<file path="src/rtl/apb_pkg.sv">
// Shared state type, access-size codes and lane helpers for the APB master bridge.
package apb_pkg;

    typedef enum logic [1:0] {
        IDLE,
        SETUP,
        ACCESS,
        DONE
    } apb_state_e;

    localparam logic [2:0]  SIZE_B            = 3'b000;
    localparam logic [2:0]  SIZE_H            = 3'b001;
    localparam logic [2:0]  SIZE_W            = 3'b010;
    localparam logic [31:0] DEFAULT_BASE_ADDR = 32'h1000_0000;

    function automatic logic [3:0] size_strobe(input logic [2:0] funct3, input logic [1:0] a);
        logic [3:0] strb;
        case (funct3)
            SIZE_B:  strb = 4'b0001 << a;
            SIZE_H:  strb = 4'b0011 << {a[1], 1'b0};
            SIZE_W:  strb = 4'b1111;
            default: strb = 4'b1111;
        endcase
        return strb;
    endfunction

    // Narrow stores are replicated across all lanes; the strobe picks the live ones.
    function automatic logic [31:0] size_lanes(input logic [2:0] funct3, input logic [31:0] wdata);
        logic [31:0] lanes;
        case (funct3)
            SIZE_B:  lanes = {4{wdata[7:0]}};
            SIZE_H:  lanes = {2{wdata[15:0]}};
            SIZE_W:  lanes = wdata;
            default: lanes = wdata;
        endcase
        return lanes;
    endfunction

endpackage

</file>
<file path="src/rtl/apb_addr_decoder.sv">
// Maps the upper address bits onto a slave slot and its one-hot select.
module apb_addr_decoder
    import apb_pkg::*;
#(
    parameter int unsigned NUM_SLAVES = 4,
    parameter logic [31:0] BASE_ADDR  = DEFAULT_BASE_ADDR
) (
    input  logic [31:12]          addr,
    output logic                  valid,
    output logic [3:0]            slot,
    output logic [NUM_SLAVES-1:0] sel
);

    always_comb begin
        slot  = addr[15:12];
        valid = (addr[31:16] == BASE_ADDR[31:16]) && (32'(slot) < NUM_SLAVES);
        sel   = '0;
        for (int unsigned i = 0; i < NUM_SLAVES; i++) begin
            sel[i] = valid && (slot == 4'(i));
        end
    end

endmodule

</file>
<file path="src/rtl/apb_master_bridge.sv">
// Turns single-pulse core data-memory requests into APB SETUP/ACCESS transfers
// with a registered done/error pulse back to the core.
module apb_master_bridge
    import apb_pkg::*;
#(
    parameter int unsigned NUM_SLAVES = 4,
    parameter logic [31:0] BASE_ADDR  = DEFAULT_BASE_ADDR,
    parameter int unsigned TIMEOUT    = 16
) (
    input  logic                        clk,
    input  logic                        reset,
    input  logic                        cpu_req,
    input  logic                        cpu_we,
    input  logic [31:0]                 cpu_addr,
    input  logic [31:0]                 cpu_wdata,
    input  logic [2:0]                  cpu_funct3,
    output logic [31:0]                 cpu_rdata,
    output logic                        cpu_ready,
    output logic                        cpu_err,
    output logic [31:0]                 paddr,
    output logic [31:0]                 pwdata,
    output logic                        pwrite,
    output logic [3:0]                  pstrb,
    output logic                        penable,
    output logic [NUM_SLAVES-1:0]       psel,
    input  logic [NUM_SLAVES-1:0][31:0] prdata,
    input  logic [NUM_SLAVES-1:0]       pready
);

    localparam int unsigned CNT_W = (TIMEOUT > 1) ? $clog2(TIMEOUT) : 1;

    apb_state_e            state_q, state_d;
    logic [3:0]            slot_q, slot_d;
    logic [CNT_W-1:0]      cnt_q, cnt_d;

    logic [31:0]           paddr_d, pwdata_d, rdata_d;
    logic                  pwrite_d, penable_d, ready_d, err_d;
    logic [3:0]            pstrb_d;
    logic [NUM_SLAVES-1:0] psel_d;

    logic                  dec_valid;
    logic [3:0]            dec_slot;
    logic [NUM_SLAVES-1:0] dec_sel;

    logic                  sel_ready;
    logic [31:0]           sel_rdata;
    logic                  timeout_hit;

    apb_addr_decoder #(
        .NUM_SLAVES (NUM_SLAVES),
        .BASE_ADDR  (BASE_ADDR)
    ) u_decoder (
        .addr  (cpu_addr[31:12]),
        .valid (dec_valid),
        .slot  (dec_slot),
        .sel   (dec_sel)
    );

    // Only the latched slot's ready/data are looked at; other slaves are ignored.
    always_comb begin
        sel_ready = 1'b0;
        sel_rdata = '0;
        for (int unsigned i = 0; i < NUM_SLAVES; i++) begin
            if (slot_q == 4'(i)) begin
                sel_ready = pready[i];
                sel_rdata = prdata[i];
            end
        end
    end

    assign timeout_hit = (TIMEOUT != 0) && (32'(cnt_q) == TIMEOUT - 1);

    always_comb begin
        state_d   = state_q;
        slot_d    = slot_q;
        cnt_d     = cnt_q;
        paddr_d   = paddr;
        pwdata_d  = pwdata;
        pwrite_d  = pwrite;
        pstrb_d   = pstrb;
        psel_d    = psel;
        penable_d = penable;
        rdata_d   = cpu_rdata;
        ready_d   = 1'b0;
        err_d     = 1'b0;

        unique case (state_q)
            IDLE: begin
                if (cpu_req) begin
                    if (dec_valid) begin
                        state_d  = SETUP;
                        slot_d   = dec_slot;
                        psel_d   = dec_sel;
                        paddr_d  = cpu_addr;
                        pwrite_d = cpu_we;
                        pwdata_d = size_lanes(cpu_funct3, cpu_wdata);
                        pstrb_d  = cpu_we ? size_strobe(cpu_funct3, cpu_addr[1:0]) : 4'b0000;
                    end else begin
                        state_d = DONE;
                        ready_d = 1'b1;
                        err_d   = 1'b1;
                        rdata_d = '0;
                    end
                end
            end
            SETUP: begin
                state_d   = ACCESS;
                penable_d = 1'b1;
                cnt_d     = '0;
            end
            ACCESS: begin
                cnt_d = cnt_q + CNT_W'(1);
                // A slave answering on the last allowed cycle still wins over the timeout.
                if (sel_ready || timeout_hit) begin
                    state_d   = DONE;
                    psel_d    = '0;
                    penable_d = 1'b0;
                    ready_d   = 1'b1;
                    err_d     = !sel_ready;
                    rdata_d   = (sel_ready && !pwrite) ? sel_rdata : '0;
                end
            end
            DONE: begin
                state_d = IDLE;
            end
            default: begin
                state_d = IDLE;
            end
        endcase
    end

    always_ff @(posedge clk or negedge reset) begin
        if (!reset) begin
            state_q   <= IDLE;
            slot_q    <= '0;
            cnt_q     <= '0;
            paddr     <= '0;
            pwdata    <= '0;
            pwrite    <= 1'b0;
            pstrb     <= '0;
            psel      <= '0;
            penable   <= 1'b0;
            cpu_rdata <= '0;
            cpu_ready <= 1'b0;
            cpu_err   <= 1'b0;
        end else begin
            state_q   <= state_d;
            slot_q    <= slot_d;
            cnt_q     <= cnt_d;
            paddr     <= paddr_d;
            pwdata    <= pwdata_d;
            pwrite    <= pwrite_d;
            pstrb     <= pstrb_d;
            psel      <= psel_d;
            penable   <= penable_d;
            cpu_rdata <= rdata_d;
            cpu_ready <= ready_d;
            cpu_err   <= err_d;
        end
    end

endmodule

</file>
<file path="config.mk">
export PLATFORM = sky130hd
export DESIGN_NAME = apb_master_bridge
export DESIGN_NICKNAME = d
export VERILOG_FILES = /design/src/rtl/apb_pkg.sv /design/src/rtl/apb_addr_decoder.sv /design/src/rtl/apb_master_bridge.sv
export SDC_FILE = /design/constraint.sdc
export NUM_CORES = 1
export LEC_CHECK = 0
export ABC_AREA = 1
export BUFFER_PORTS_ARGS = -buffer_cell sky130_fd_sc_hd__buf_2
export CAP_MARGIN = 25
export CORE_AREA = 2 2 119 121
export CTS_CLUSTER_SIZE = 10
export DETAILED_ROUTE_END_ITERATION = 10
export DIE_AREA = 0 0 121 123
export HOLD_SLACK_MARGIN = 0.12
export PLACE_DENSITY = 0.81
export SYNTH_ARGS = -nofsm -noshare
export SYNTH_HDL_FRONTEND = slang
export SYNTH_SLANG_ARGS = --single-unit
</file>
<file path="constraint.sdc">
create_clock -name clk -period 2.6 [get_ports clk]
set_clock_uncertainty 0.1 [all_clocks]
set_input_delay 0.26 -clock clk [delete_from_list [all_inputs] [get_ports clk]]
set_output_delay 0.26 -clock clk [all_outputs]
set_load 0.03 [all_outputs]
</file>
==> impl_metrics.env <==
export IMPL_p_int_uw=3820
export IMPL_synth_top_cells_by_area="dfrtp_1 (45%), nand2_1 (16%), nand3_1 (11%), o21ai_0 (5.3%), inv_1 (5.1%)"
export IMPL_worst_pin_slew_ns=0.912
export IMPL_wl_mm=22.8
export IMPL_finalWorstSetupSlack_ns=0.371
export IMPL_grt_max_degree=76
export IMPL_met1_usage_pct=34.1
export IMPL_ys_warn_count=0
export IMPL_clock_fmax_ghz=0.449
export IMPL_use_met3_pct=8.35
export IMPL_relSlewSlack_pct=39.1
export IMPL_initial_core_util_pct=46.2
export IMPL_fill_cells=1130
export IMPL_hold_worst_slack_ns=0.158
export IMPL_cp_top_family="simple AND/OR/NAND/NOR gates"
export IMPL_worstSetupPathType="reg2reg"
export IMPL_dpl_hpwl_mm=15.2
export IMPL_clk_path_buf_depth=2
export IMPL_die_area_sq_um=14900
export IMPL_final_hold_violation_count=0
export IMPL_rsz0062_at_grt="false"
export IMPL_synth_seq_area_share_pct=45.4
export IMPL_slowest_stage="nand3_2"
export IMPL_post_cts_setup_buffers=0
export IMPL_power_density_nw_per_um2=604
export IMPL_rows=43
export IMPL_drtPass1Iterations=7
export IMPL_yosys_area_top_type="dfrtp_1"
export IMPL_numClockSinks=114
export IMPL_cp_max_fo=32
export IMPL_drive_gt1_share_pct=30.8
export IMPL_synthFlopType="dfrtp_1"
export IMPL_required_ns=2.79
export IMPL_period_needed_ns=2.23
export IMPL_status="completed"
export IMPL_synth_common_cells="nand2_1 (272), nand3_1 (140), dfrtp_1 (114)"
export IMPL_insertion_delay_ns=0.41
export IMPL_startpoint_type="flip-flop"
export IMPL_first_iter_violations=516
export IMPL_dp_cells=1327
export IMPL_synth_edf_count=0
export IMPL_drv_cap=0
export IMPL_htreeDepth=4
export IMPL_ir_worst_vdd_mv=0.474
export IMPL_synth_distinct_cells=31
export IMPL_syn_area_per_cell_sq_um=7.21
export IMPL_synthCells=872
export IMPL_antenna_found_initial=5
export IMPL_core_area_sq_um=13600
export IMPL_combinationalPowerShare_pct=20.8
export IMPL_io_buffer_count=310
export IMPL_synth_seq_cells=114
export IMPL_synth_area_sq_um=6290
export IMPL_grt_pass1_vias=6750
export IMPL_grt_overflow_total=0
export IMPL_maxSlewViolCount=0
export IMPL_switchingPower_uw=1630
export IMPL_setup_tns_ns=0
export IMPL_seqPwrFrac_pct=34.1
export IMPL_syn_nets=1078
export IMPL_grt_pass1_wl_mm=34.2
export IMPL_drc=0
export IMPL_seqCellArea_sq_um=2850
export IMPL_switching_share_pct=29.8
export IMPL_clockPowerShare_pct=45.1
export IMPL_track_usage_pct=30.0
export IMPL_multi_input_area_sq_um=2880
export IMPL_cts_buffers=17
export IMPL_die_w_um=121
export IMPL_antenna_left=0
export IMPL_max_stage_delay_ns=0.56
export IMPL_die_h_um=123
export IMPL_path_common_cell="nand2_1"
export IMPL_crit_buf_inv=2
export IMPL_use_met2_pct=52.0
export IMPL_vias=7240
export IMPL_leakage_uw=0.00535
export IMPL_crit_arrival_ns=2.42
export IMPL_min_delay_path_class="in2reg"
export IMPL_synth_top_cell_area_share_pct=45.4
export IMPL_path_cells="inv_1, ha_1, nand2_1, nand2_1, inv_1, nand3_2, nand2_1, nand2_1"
export IMPL_finalSetupViolations=0
export IMPL_ioPinCount=311
export IMPL_gp_congestion=0.850
export IMPL_dpl_worst_slack_ns=0.354
export IMPL_yosysMostFrequentCell="nand2_1"
export IMPL_cts_tree="built"
export IMPL_fin_cells=1406
export IMPL_cts_clk_slew_worst_paths_ns=0.05
export IMPL_clockRootBuffer="clkbuf_16"
export IMPL_via_per_inst=5.15
export IMPL_wl_per_cell_um=16.2
export IMPL_async_reset_ff_share_pct=100
export IMPL_gr_max_usage_layer="met2"
export IMPL_end_kind="flip-flop"
export IMPL_syn2layout_area_growth_pct=43.4
export IMPL_finalCritPeriodShare_pct=85.7
export IMPL_nNetsFinal=1414
## placed cells by master, fill, tap and decap left out, drive strengths merged, types with 10 or more instances in the layout
| cell type | netlist | layout |
|---|---|---|
| a21oi | 17 | 17 |
| buf | 22 | 324 |
| clkbuf | 27 | 24 |
| dfrtp | 114 | 114 |
| dlygate4sd3 | 0 | 42 |
| inv | 88 | 88 |
| nand2 | 275 | 275 |
| nand3 | 143 | 143 |
| nand4 | 10 | 10 |
| nor2 | 76 | 76 |
| o21ai | 74 | 74 |
## kinds of logic after synthesis
| group | after synthesis | share of synthesized area, % |
|---|---|---|
| XOR/XNOR | 1 | 0.139 |
| AO/OA/AOI/OAI | 100 | 8.30 |
| AND/OR/NAND/NOR | 509 | 35.3 |
| adder cells (fa/ha/maj) | 3 | 0.597 |
| flip-flops | 114 | 45.4 |
| multiplexers | 8 | 1.27 |
| buffers and inverters | 137 | 8.99 |
## path summary, 6_finish.rpt
check | start | end | slack [ns] | cells past startpoint
max | state_q[1] | cpu_rdata[25] | 0.37 | 8
min | cpu_wdata[15] | pwdata[15] | 0.16 | 5
min in group asynchronous | reset | pwdata[15] | 0.37 | 3
max reg2reg | state_q[1] | cpu_rdata[25] | 0.37 | 8
min reg2reg | paddr[19] | paddr[19] | 0.36 | 2
max in group asynchronous | reset | pwdata[9] | 1.31 | 3
## layout make-up
class,instances,share of cell area (%)
multi-input combinational,621,31.9
sequential,114,31.6
timing repair buffer,366,23.2
clock buffer,24,5.56
inverter,88,3.66
tap,180,2.50
clock inverter,8,1.37
antenna,5,0.139
## per-stage QoR
stage	utilization (%)	total power, uW	area [sq um]
after detailed placement	58.5	2960	7960
after global placement	58.5	2950	7960
final	66.2	5450	9020
after global routing	66.2	5690	9020
after CTS	66.1	5460	9000
after floorplan	-	2630	6290
## state kept, by name, summed over array words and instances, names as in the netlist, 2 cells and up
register,cells
state_q,2
psel,4
cpu_rdata,32
cnt_q,4
paddr,32
pstrb,4
pwdata,32
## power groups by stage
stage | sequential [uW] | clock [uW] | combinational [uW]
5_1_grt | 1860 | 2570 | 1250
4_1_cts | 1860 | 2480 | 1130
2_1_floorplan | 1920 | 0 | 709
3_3_place_gp | 1890 | 0 | 1070
6_report | 1860 | 2460 | 1130
3_5_place_dp | 1890 | 0 | 1070
## per-layer routing
layer	vias to the layer above	routed length, um	part of all wire (%)
li1	3467	-	-
met1	3311	8530	37
met2	403	11500	50
met5	-	0	0
met4	0	774	3.4
met3	59	2050	9.0
## worst reg2reg max path, stage by stage, from the launching register on
cell     delay [ns]
dfrtp_1        0.37
inv_1          0.06
ha_1           0.28
nand2_1        0.24
nand2_1        0.08
inv_1          0.09
nand3_2        0.56
nand2_1        0.26
nand2_1        0.08
## repair_timing
item | 4_1_cts | 5_1_grt
setup endpoints to repair | 0 | 0
hold buffers | 42 | 0
hold endpoints to repair | 158 | 0
gates resized for setup | 0 | 0
No activity file was read; power rests on OpenSTA's default activity.
